==> src/rtl/fetch_stage_ctrl.sv <==
// Instruction-fetch front end: owns the PC, the instruction-memory handshake and
// the IF/ID register, absorbing hazard holds, redirects and variable memory latency.
module fetch_stage_ctrl #(
  parameter logic [31:0] RESET_PC  = 32'h0000_0000,
  parameter int          CNT_WIDTH = 16
) (
  input  logic                 clk,
  input  logic                 rst,
  input  logic                 PC_write,
  input  logic                 IF_ID_write,
  input  logic                 redirect,
  input  logic [31:0]          redirect_target,
  output logic                 imem_req,
  output logic [31:0]          imem_addr,
  input  logic                 imem_ack,
  input  logic [31:0]          imem_rdata,
  output logic [31:0]          PC_IF_ID,
  output logic [31:0]          Inst_IF_ID,
  output logic                 valid_IF_ID,
  output logic [CNT_WIDTH-1:0] starve_count
);

  typedef enum logic [1:0] {
    BOOT    = 2'd0,
    FETCH   = 2'd1,
    BUF     = 2'd2,
    DISCARD = 2'd3
  } state_t;

  state_t      state;
  logic [31:0] pc;
  logic [31:0] req_addr;
  logic [31:0] buf_inst;
  logic [31:0] buf_pc;

  logic [31:0] target;
  logic [31:0] pc_inc;
  logic        both_write;
  logic        deliver;
  logic [31:0] deliver_pc;
  logic [31:0] deliver_inst;
  logic        starve_event;
  logic        unused_target_lsbs;

  assign target             = {redirect_target[31:2], 2'b00};
  assign unused_target_lsbs = ^redirect_target[1:0];
  assign pc_inc             = pc + 32'd4;
  assign both_write         = PC_write && IF_ID_write;
  assign imem_addr          = req_addr;

  // Which instruction (if any) reaches IF/ID at the coming edge.
  // NOTE: every always_comb output gets a default first so no path can infer a latch.
  always_comb begin
    deliver      = 1'b0;
    deliver_pc   = pc;
    deliver_inst = imem_rdata;
    case (state)
      FETCH: begin
        if (!redirect && imem_ack && both_write) deliver = 1'b1;
      end
      BUF: begin
        if (!redirect && both_write) begin
          deliver      = 1'b1;
          deliver_pc   = buf_pc;
          deliver_inst = buf_inst;
        end
      end
      default: ;
    endcase
  end

  // The BOOT bubble is a reset artefact and redirect bubbles are branch
  // penalty; neither is memory/hold starvation.
  assign starve_event = IF_ID_write && !deliver && !redirect && (state != BOOT);

  // NOTE: all sequential state uses non-blocking assignments so every register
  // samples pre-edge values regardless of statement order.
  always_ff @(posedge clk or negedge rst) begin
    if (!rst) begin
      state        <= BOOT;
      pc           <= RESET_PC;
      req_addr     <= RESET_PC;
      imem_req     <= 1'b0;
      buf_inst     <= '0;
      buf_pc       <= '0;
      PC_IF_ID     <= '0;
      Inst_IF_ID   <= '0;
      valid_IF_ID  <= 1'b0;
      starve_count <= '0;
    end else begin
      case (state)
        BOOT: begin
          state    <= FETCH;
          imem_req <= 1'b1;
        end
        FETCH: begin
          if (redirect) begin
            pc <= target;
            if (imem_ack) begin
              req_addr <= target;
            end else begin
              // The in-flight request must still complete before re-issuing.
              state <= DISCARD;
            end
          end else if (imem_ack) begin
            if (both_write) begin
              pc       <= pc_inc;
              req_addr <= pc_inc;
            end else begin
              buf_inst <= imem_rdata;
              buf_pc   <= pc;
              state    <= BUF;
              imem_req <= 1'b0;
            end
          end
        end
        BUF: begin
          if (redirect) begin
            pc       <= target;
            req_addr <= target;
            state    <= FETCH;
            imem_req <= 1'b1;
          end else if (both_write) begin
            pc       <= pc_inc;
            req_addr <= pc_inc;
            state    <= FETCH;
            imem_req <= 1'b1;
          end
        end
        DISCARD: begin
          if (redirect) pc <= target;
          if (imem_ack) begin
            req_addr <= redirect ? target : pc;
            state    <= FETCH;
          end
        end
        default: begin
          state    <= BOOT;
          imem_req <= 1'b0;
        end
      endcase

      if (IF_ID_write) begin
        valid_IF_ID <= deliver;
        if (deliver) begin
          PC_IF_ID   <= deliver_pc;
          Inst_IF_ID <= deliver_inst;
        end
      end

      if (starve_event && (starve_count != '1)) begin
        starve_count <= starve_count + {{(CNT_WIDTH-1){1'b0}}, 1'b1};
      end
    end
  end

  // Memory relies on the address staying put until it acknowledges.
  addr_stable: assert property (@(posedge clk) disable iff (!rst)
    (imem_req && !imem_ack) |=> (imem_req && imem_addr == $past(imem_addr)));

endmodule

==> config.mk <==
export PLATFORM = sky130hd
export DESIGN_NAME = fetch_stage_ctrl
export DESIGN_NICKNAME = d
export VERILOG_FILES = /design/src/rtl/fetch_stage_ctrl.sv
export SDC_FILE = /design/constraint.sdc
export NUM_CORES = 1
export LEC_CHECK = 0
export ABC_CLOCK_PERIOD_IN_PS = 2800
export BUFFER_PORTS_ARGS = -buffer_cell sky130_fd_sc_hd__buf_2
export CORE_MARGIN = 3
export CORE_UTILIZATION = 50
export DETAILED_ROUTE_END_ITERATION = 8
export GPL_ROUTABILITY_DRIVEN = 0
export PLACE_DENSITY = 0.75
export SYNTH_ARGS = -nofsm -noshare
export SYNTH_HDL_FRONTEND = slang
export SYNTH_SLANG_ARGS = --single-unit
==> constraint.sdc <==
create_clock -name clk -period 2.8 [get_ports clk]
set_clock_uncertainty 0.1 [all_clocks]
set_input_delay 0.14 -clock clk [delete_from_list [all_inputs] [get_ports clk]]
set_output_delay 0.14 -clock clk [all_outputs]
set_load 0.05 [all_outputs]
==> flow_metrics.env, run 1 <==
export IMPL_crit_path_end_kind="flip-flop"
export IMPL_slew_headroom_pct=59.08
export IMPL_core_area_mm2=0.01972
export IMPL_crit_fanout=16
export IMPL_antenna_found_initial=0
export IMPL_fp_row_count=51
export IMPL_synth_distinct_cells=63
export IMPL_path_clk_slew_ns=0.06
export IMPL_yosysWarnings=0
export IMPL_drc=0
export IMPL_cts_root_buf="clkbuf_16"
export IMPL_antenna_left=0
export IMPL_dieArea_mm2=0.02204
export IMPL_arrival_ns=2.89
export IMPL_cts_resized=0
export IMPL_path_cells="ha_1 > buf_4 > or2_2 > nor2_1 > nor4b_1 > a21oi_1 > a31oi_1"
export IMPL_grt_max_degree=75
export IMPL_fmax_mhz=389.2
export IMPL_via_count=8350
export IMPL_p_per_area_mw_per_mm2=1232
export IMPL_max_vdd_ir_drop_v=0.0007376
export IMPL_cp_num_buf_inv=1
export IMPL_cts_buffers=24
export IMPL_ys_ff_latch=212
export IMPL_synth_fa_ha_area_share_pct=0.7396
export IMPL_dp_hpwl_um=17430
export IMPL_via_per_inst=5.608
export IMPL_synth_xor_area_share_pct=2.589
export IMPL_grt_pass1_wl_um=42390
export IMPL_required_ns=3.12
export IMPL_clk_latency_ns=0.51
export IMPL_grt_pass1_vias=8195
export IMPL_gr_total_overflow=0
export IMPL_io_pins=184
export IMPL_drtPass1Iterations=5
export IMPL_fp_dieW_um=148.5
export IMPL_synth_edff_count=0
export IMPL_track_usage_pct=23.65
export IMPL_slew_viol_final=0
export IMPL_cts_max_path_buffers=3
export IMPL_seq_area_frac_synth_pct=52.27
export IMPL_path_delay_family="simple AND/OR/NAND/NOR gates"
export IMPL_fin_nets=1284
export IMPL_worst_pin_slew_ns=0.6138
export IMPL_utilization_pct=65.40
export IMPL_syn_area_mm2=0.01015
export IMPL_syn_to_final_growth_pct=27.06
export IMPL_drive_gt1_share_pct=27.45
export IMPL_syn_nets=1055
export IMPL_start_util_pct=51.48
export IMPL_syn_avg_cell_area_um2=10.37
export IMPL_worst_slack_ns=0.2309
export IMPL_path_class="flip-flop to flip-flop"
export IMPL_cap_viol_max_count=0
export IMPL_finalHoldViolCount=0
export IMPL_status="complete, no violations"
export IMPL_post_place_ws_ns=0.4138
export IMPL_rsz0062_at_grt="false"
export IMPL_synthCells=979
export IMPL_synthSimpleGateAreaFrac_pct=13.70
export IMPL_tns_ns=0
export IMPL_cp_slowest_stage_delay_ns=0.43
export IMPL_dieHeight_um=148.5
export IMPL_drt_wl_total_um=26440
export IMPL_synth_top_family_by_area="multiplexers"
export IMPL_min_path_type="input port to flip-flop"
export IMPL_cts_max_level=1
export IMPL_crit_slowest_cell="dfrtp_1"
export IMPL_async_reset_ff_share_pct=100.0
export IMPL_cts_sinks=212
export IMPL_wl_per_cell_um=17.76
export IMPL_drt_first_iter_violations=609
export IMPL_cts_tree="built"
export IMPL_worstSetupStartpointType="flip-flop"
export IMPL_period_share_pct=91.75
export IMPL_synth_compound_area_share_pct=12.34
export IMPL_setup_viol=0
export IMPL_muxShareOfSynthArea_pct=14.98
export IMPL_portBuffers=181
export IMPL_ys_flop_type="dfrtp_1"
export IMPL_diodes=0
export IMPL_leakage_nw=5.745
export IMPL_worst_hold_slack_ns=0.01777
export IMPL_fin_crit_ns=2.569
[layout by cell type, fill, tap and decap left out, types with 6 or more instances in the layout]
cell type      count
and3_1            15
inv_1             14
mux2i_1           72
mux2_2            71
nor4_1            10
nand3_1           20
dlygate4sd3_1     64
nor3_1            16
nor2_1           104
o21ai_0           46
xor2_1            14
dfrtp_1          212
clkbuf_16         25
buf_2            180
a31oi_1            6
clkbuf_8           8
a21oi_1           98
nand4_1           18
buf_12             6
buf_4             25
nand2b_1           6
xnor2_1           16
nand2_1           75
[worst paths after layout]
check | startpoint | slack (ns) | cells after the start | end
max | state[1] | 0.23 | 7 | imem_addr[18]
min | imem_ack | 0.02 | 4 | state[0]
max reg2reg | state[1] | 0.23 | 7 | imem_addr[18]
min reg2reg | imem_addr[4] | 0.37 | 2 | imem_addr[4]
max in group asynchronous | rst | 1.75 | 3 | buf_inst[8]
min in group asynchronous | rst | 0.09 | 2 | pc[11]
[timing repair]
item                                   4_1_cts  5_1_grt
hold buffers                                64        0
endpoints found under the hold margin      231        0
buffers inserted                             0        0
[kinds of logic after synthesis]
| kind of cell | after synthesis |
|---|---|
| AND/OR/NAND/NOR | 293 |
| buffers and inverters | 87 |
| XOR/XNOR | 30 |
| adder cells (fa/ha/maj) | 6 |
| AO/OA/AOI/OAI | 208 |
| flip-flops | 212 |
| multiplexers | 143 |
[Yosys cell counts, drive strengths merged (5+ instances only)]
cell type	number	share of area, %
xnor2	16	1.4
or3	5	0.31
and2	5	0.31
nor2	104	3.8
mux2i	72	7.1
nand4	19	1.3
a21oi	98	4.8
clkbuf	58	2.2
nand2	75	2.8
o211ai	5	0.37
mux2	71	7.9
dfrtp	212	52
buf	15	0.71
nand3	20	0.99
xor2	14	1.2
o21ai	46	2.3
nor4	10	0.62
nor3	17	0.89
ha	6	0.74
inv	14	0.52
and3	16	0.99
nand2b	6	0.37
a31oi	6	0.37
[flip-flops by register name, indices dropped and copies added, names as in the netlist]
signal	flops
Inst_IF_ID	32
PC_IF_ID	32
buf_inst	32
buf_pc	32
imem_addr	32
pc	32
starve_count	16
state	2
imem_req	1
valid_IF_ID	1
[final cells by class]
| class | instances | area [um^2] |
|---|---|---|
| fill | 1540 | 6822 |
| sequential | 212 | 5305 |
| multi-input combinational | 680 | 4524 |
| timing repair buffer | 276 | 1863 |
| clock buffer | 36 | 737.0 |
| tap | 265 | 331.6 |
| clock inverter | 6 | 82.58 |
| inverter | 14 | 52.55 |
[through the flow]
| stage | std cells | power (mW) | instance area [um^2] |
|---|---|---|---|
| 4_1_cts | 1489 | 15.96 | 12900 |
| 3_3_place_gp | 1383 | 12.43 | 11440 |
| 3_5_place_dp | 1383 | 12.62 | 11440 |
| 2_1_floorplan | 979 | 10.68 | 10150 |
| 6_report | 1489 | 15.88 | 12900 |
| 5_1_grt | 1489 | 16.78 | 12900 |
[per-layer routing]
metal  track usage, %  wire length, um
met1            31.77            11090
met2            39.03            12630
met3            4.113             1900
met4            8.222              822
met5                0                0
[where the power goes]
group | switching, mW | internal [mW] | total, mW
clock | 1.22 | 1.99 | 3.21
sequential | 1.13 | 4.45 | 5.58
combinational | 4.86 | 2.24 | 7.10
total | 7.20 | 8.68 | 15.9
[worst register-to-register path, delay by kind of cell, from the launching register on]
family	cells	cell delay (ns)
and+or+nand+nor	3	0.99
DFF	1	0.43
AOI/OAI and AO/OA	2	0.40
adders and majority gates	1	0.32
buffers and inverters	1	0.24
Power figures use the tool's default switching activity.
==> run 2: changes to the inputs <==
BUFFER_PORTS_ARGS = -buffer_cell sky130_fd_sc_hd__buf_4   (was -buffer_cell sky130_fd_sc_hd__buf_2)
PLACE_DENSITY = default   (was 0.75)
PLACE_DENSITY_LB_ADDON = 0.2   (was default)
==> flow_metrics.env, run 2 (same netlist as run 1, synthesis figures left out) <==
export IMPL_status="complete, no violations"
export IMPL_worst_slack_ns=0.3391
export IMPL_min_path_type="input port to flip-flop"
export IMPL_slew_viol_final=0
export IMPL_utilization_pct=67.13
export IMPL_core_area_mm2=0.01972
export IMPL_antenna_left=0
export IMPL_io_pins=184
export IMPL_cts_resized=0
export IMPL_crit_path_end_kind="flip-flop"
export IMPL_cts_tree="built"
export IMPL_crit_fanout=6
export IMPL_fmax_mhz=406.4
export IMPL_fin_crit_ns=2.461
export IMPL_diodes=0
export IMPL_tns_ns=0
export IMPL_fin_total_pwr_mw=16.08
export IMPL_rsz0062_at_grt="false"
export IMPL_track_usage_pct=23.92
export IMPL_setup_viol=0
export IMPL_path_clk_slew_ns=0.06
export IMPL_drtPass1Iterations=5
export IMPL_cts_max_level=1
export IMPL_period_share_pct=87.89
export IMPL_cp_slowest_stage_delay_ns=0.62
export IMPL_clk_latency_ns=0.52
export IMPL_holdCritStartpoint="imem_ack"
export IMPL_path_class="flip-flop to flip-flop"
export IMPL_worst_hold_slack_ns=0.02576
export IMPL_grt_pass1_wl_um=42790
export IMPL_dp_hpwl_um=17570
export IMPL_fp_row_count=51
export IMPL_via_per_inst=5.548
export IMPL_cts_sinks=212
export IMPL_holdBufCountCts=65
export IMPL_cp_num_buf_inv=1
export IMPL_fin_nets=1281
export IMPL_slew_headroom_pct=55.02
export IMPL_drc=0
export IMPL_required_ns=3.13
export IMPL_grt_pass1_vias=8109
export IMPL_path_cells="inv_1 > ha_1 > or3b_2 > a2111oi_2 > nand2_1 > nor2_1 > xor2_1"
export IMPL_wl_per_cell_um=18.15
export IMPL_syn_to_final_growth_pct=30.41
export IMPL_layout_common_cells="dfrtp_1, buf_4, nor2_1, a21oi_1, nand2_1"
export IMPL_grt_max_degree=69
export IMPL_arrival_ns=2.79
export IMPL_path_delay_family="simple AND/OR/NAND/NOR gates"
export IMPL_cp_startpoint="state[0]"
export IMPL_drive_gt1_share_pct=27.15
export IMPL_cts_buffers=23
export IMPL_start_util_pct=51.48
export IMPL_p_per_area_mw_per_mm2=1215
export IMPL_drt_wl_total_um=26940
export IMPL_cts_root_buf="clkbuf_16"
export IMPL_cts_max_path_buffers=3
export IMPL_finalHoldViolCount=0
export IMPL_drt_first_iter_violations=467
export IMPL_cap_viol_max_count=0
export IMPL_antenna_found_initial=0
export IMPL_gr_total_overflow=0
export IMPL_fp_dieW_um=148.5
export IMPL_crit_slowest_cell="a2111oi_2"
export IMPL_final_common_cell="dfrtp_1"
export IMPL_timing_rr_start="state[0]"
export IMPL_max_vdd_ir_drop_v=0.0008004
export IMPL_leakage_nw=5.824
export IMPL_dieHeight_um=148.5
export IMPL_portBuffers=181
export IMPL_worstSetupStartpointType="flip-flop"
export IMPL_postCtsSetupRepairBufs=0
export IMPL_via_count=8233
export IMPL_dieArea_mm2=0.02204
export IMPL_post_place_ws_ns=0.3510
export IMPL_worst_pin_slew_ns=0.6747
run 2: cell types whose count changed in the layout (fill, tap and decap cells not counted):
cell	change
bufinv_16	-1
inv_6	+1
clkbuf_16	-2
buf_2	-180
clkbuf_8	-4
clkbuf_1	-1
dlygate4sd3_1	+1
clkinv_2	+4
buf_12	+1
buf_4	+176
run 2: cell type report:
| type | instances | area [um^2] |
|---|---|---|
| fillers | 1564 | 6481 |
| flip-flops and latches | 212 | 5305 |
| multi-input cells | 680 | 4524 |
| repair buffers | 274 | 2313 |
| clock buffers | 29 | 628.1 |
| well taps | 265 | 331.6 |
| clock inverters | 10 | 81.33 |
| inverters | 14 | 52.55 |
run 2: through the flow:
step | instance area [um^2] | instances
floorplan | 10150 | 979
global placement | 11880 | 1380
detailed placement | 11880 | 1380
CTS | 13240 | 1484
global route | 13240 | 1484
finish | 13240 | 1484
run 2: worst paths after layout:
path,endpoint,slack [ns],cells past startpoint
worst max-delay path,starve_count[10],0.34,7
worst min-delay path,state[0],0.03,4
worst max register to register,starve_count[10],0.34,7
worst min register to register,imem_addr[10],0.38,2
max in group asynchronous,starve_count[3],1.61,3
min in group asynchronous,imem_addr[11],0.10,2
run 2: power by group:
part,internal [mW],total [mW],switching [mW]
clock,1.67,2.91,1.23
combinational,2.69,7.55,4.86
sequential,4.45,5.63,1.18
run 2: worst min-delay path: cells and delay by family:
kind                   cells  cell delay, ns
buffers and inverters      1            0.14
and+or+nand+nor            1            0.10
AOI/OAI and AO/OA          2            0.21
run 2: metal layers:
| layer | vias to the layer above | routed length (um) | track usage, % |
|---|---|---|---|
| met1 | 3966 | 11480 | 32.59 |
| met2 | 272 | 13240 | 39.83 |
| met5 | - | 0 | 0 |
| li1 | 3944 | - | - |
| met3 | 51 | 1537 | 3.778 |
| met4 | 0 | 676 | 7.159 |
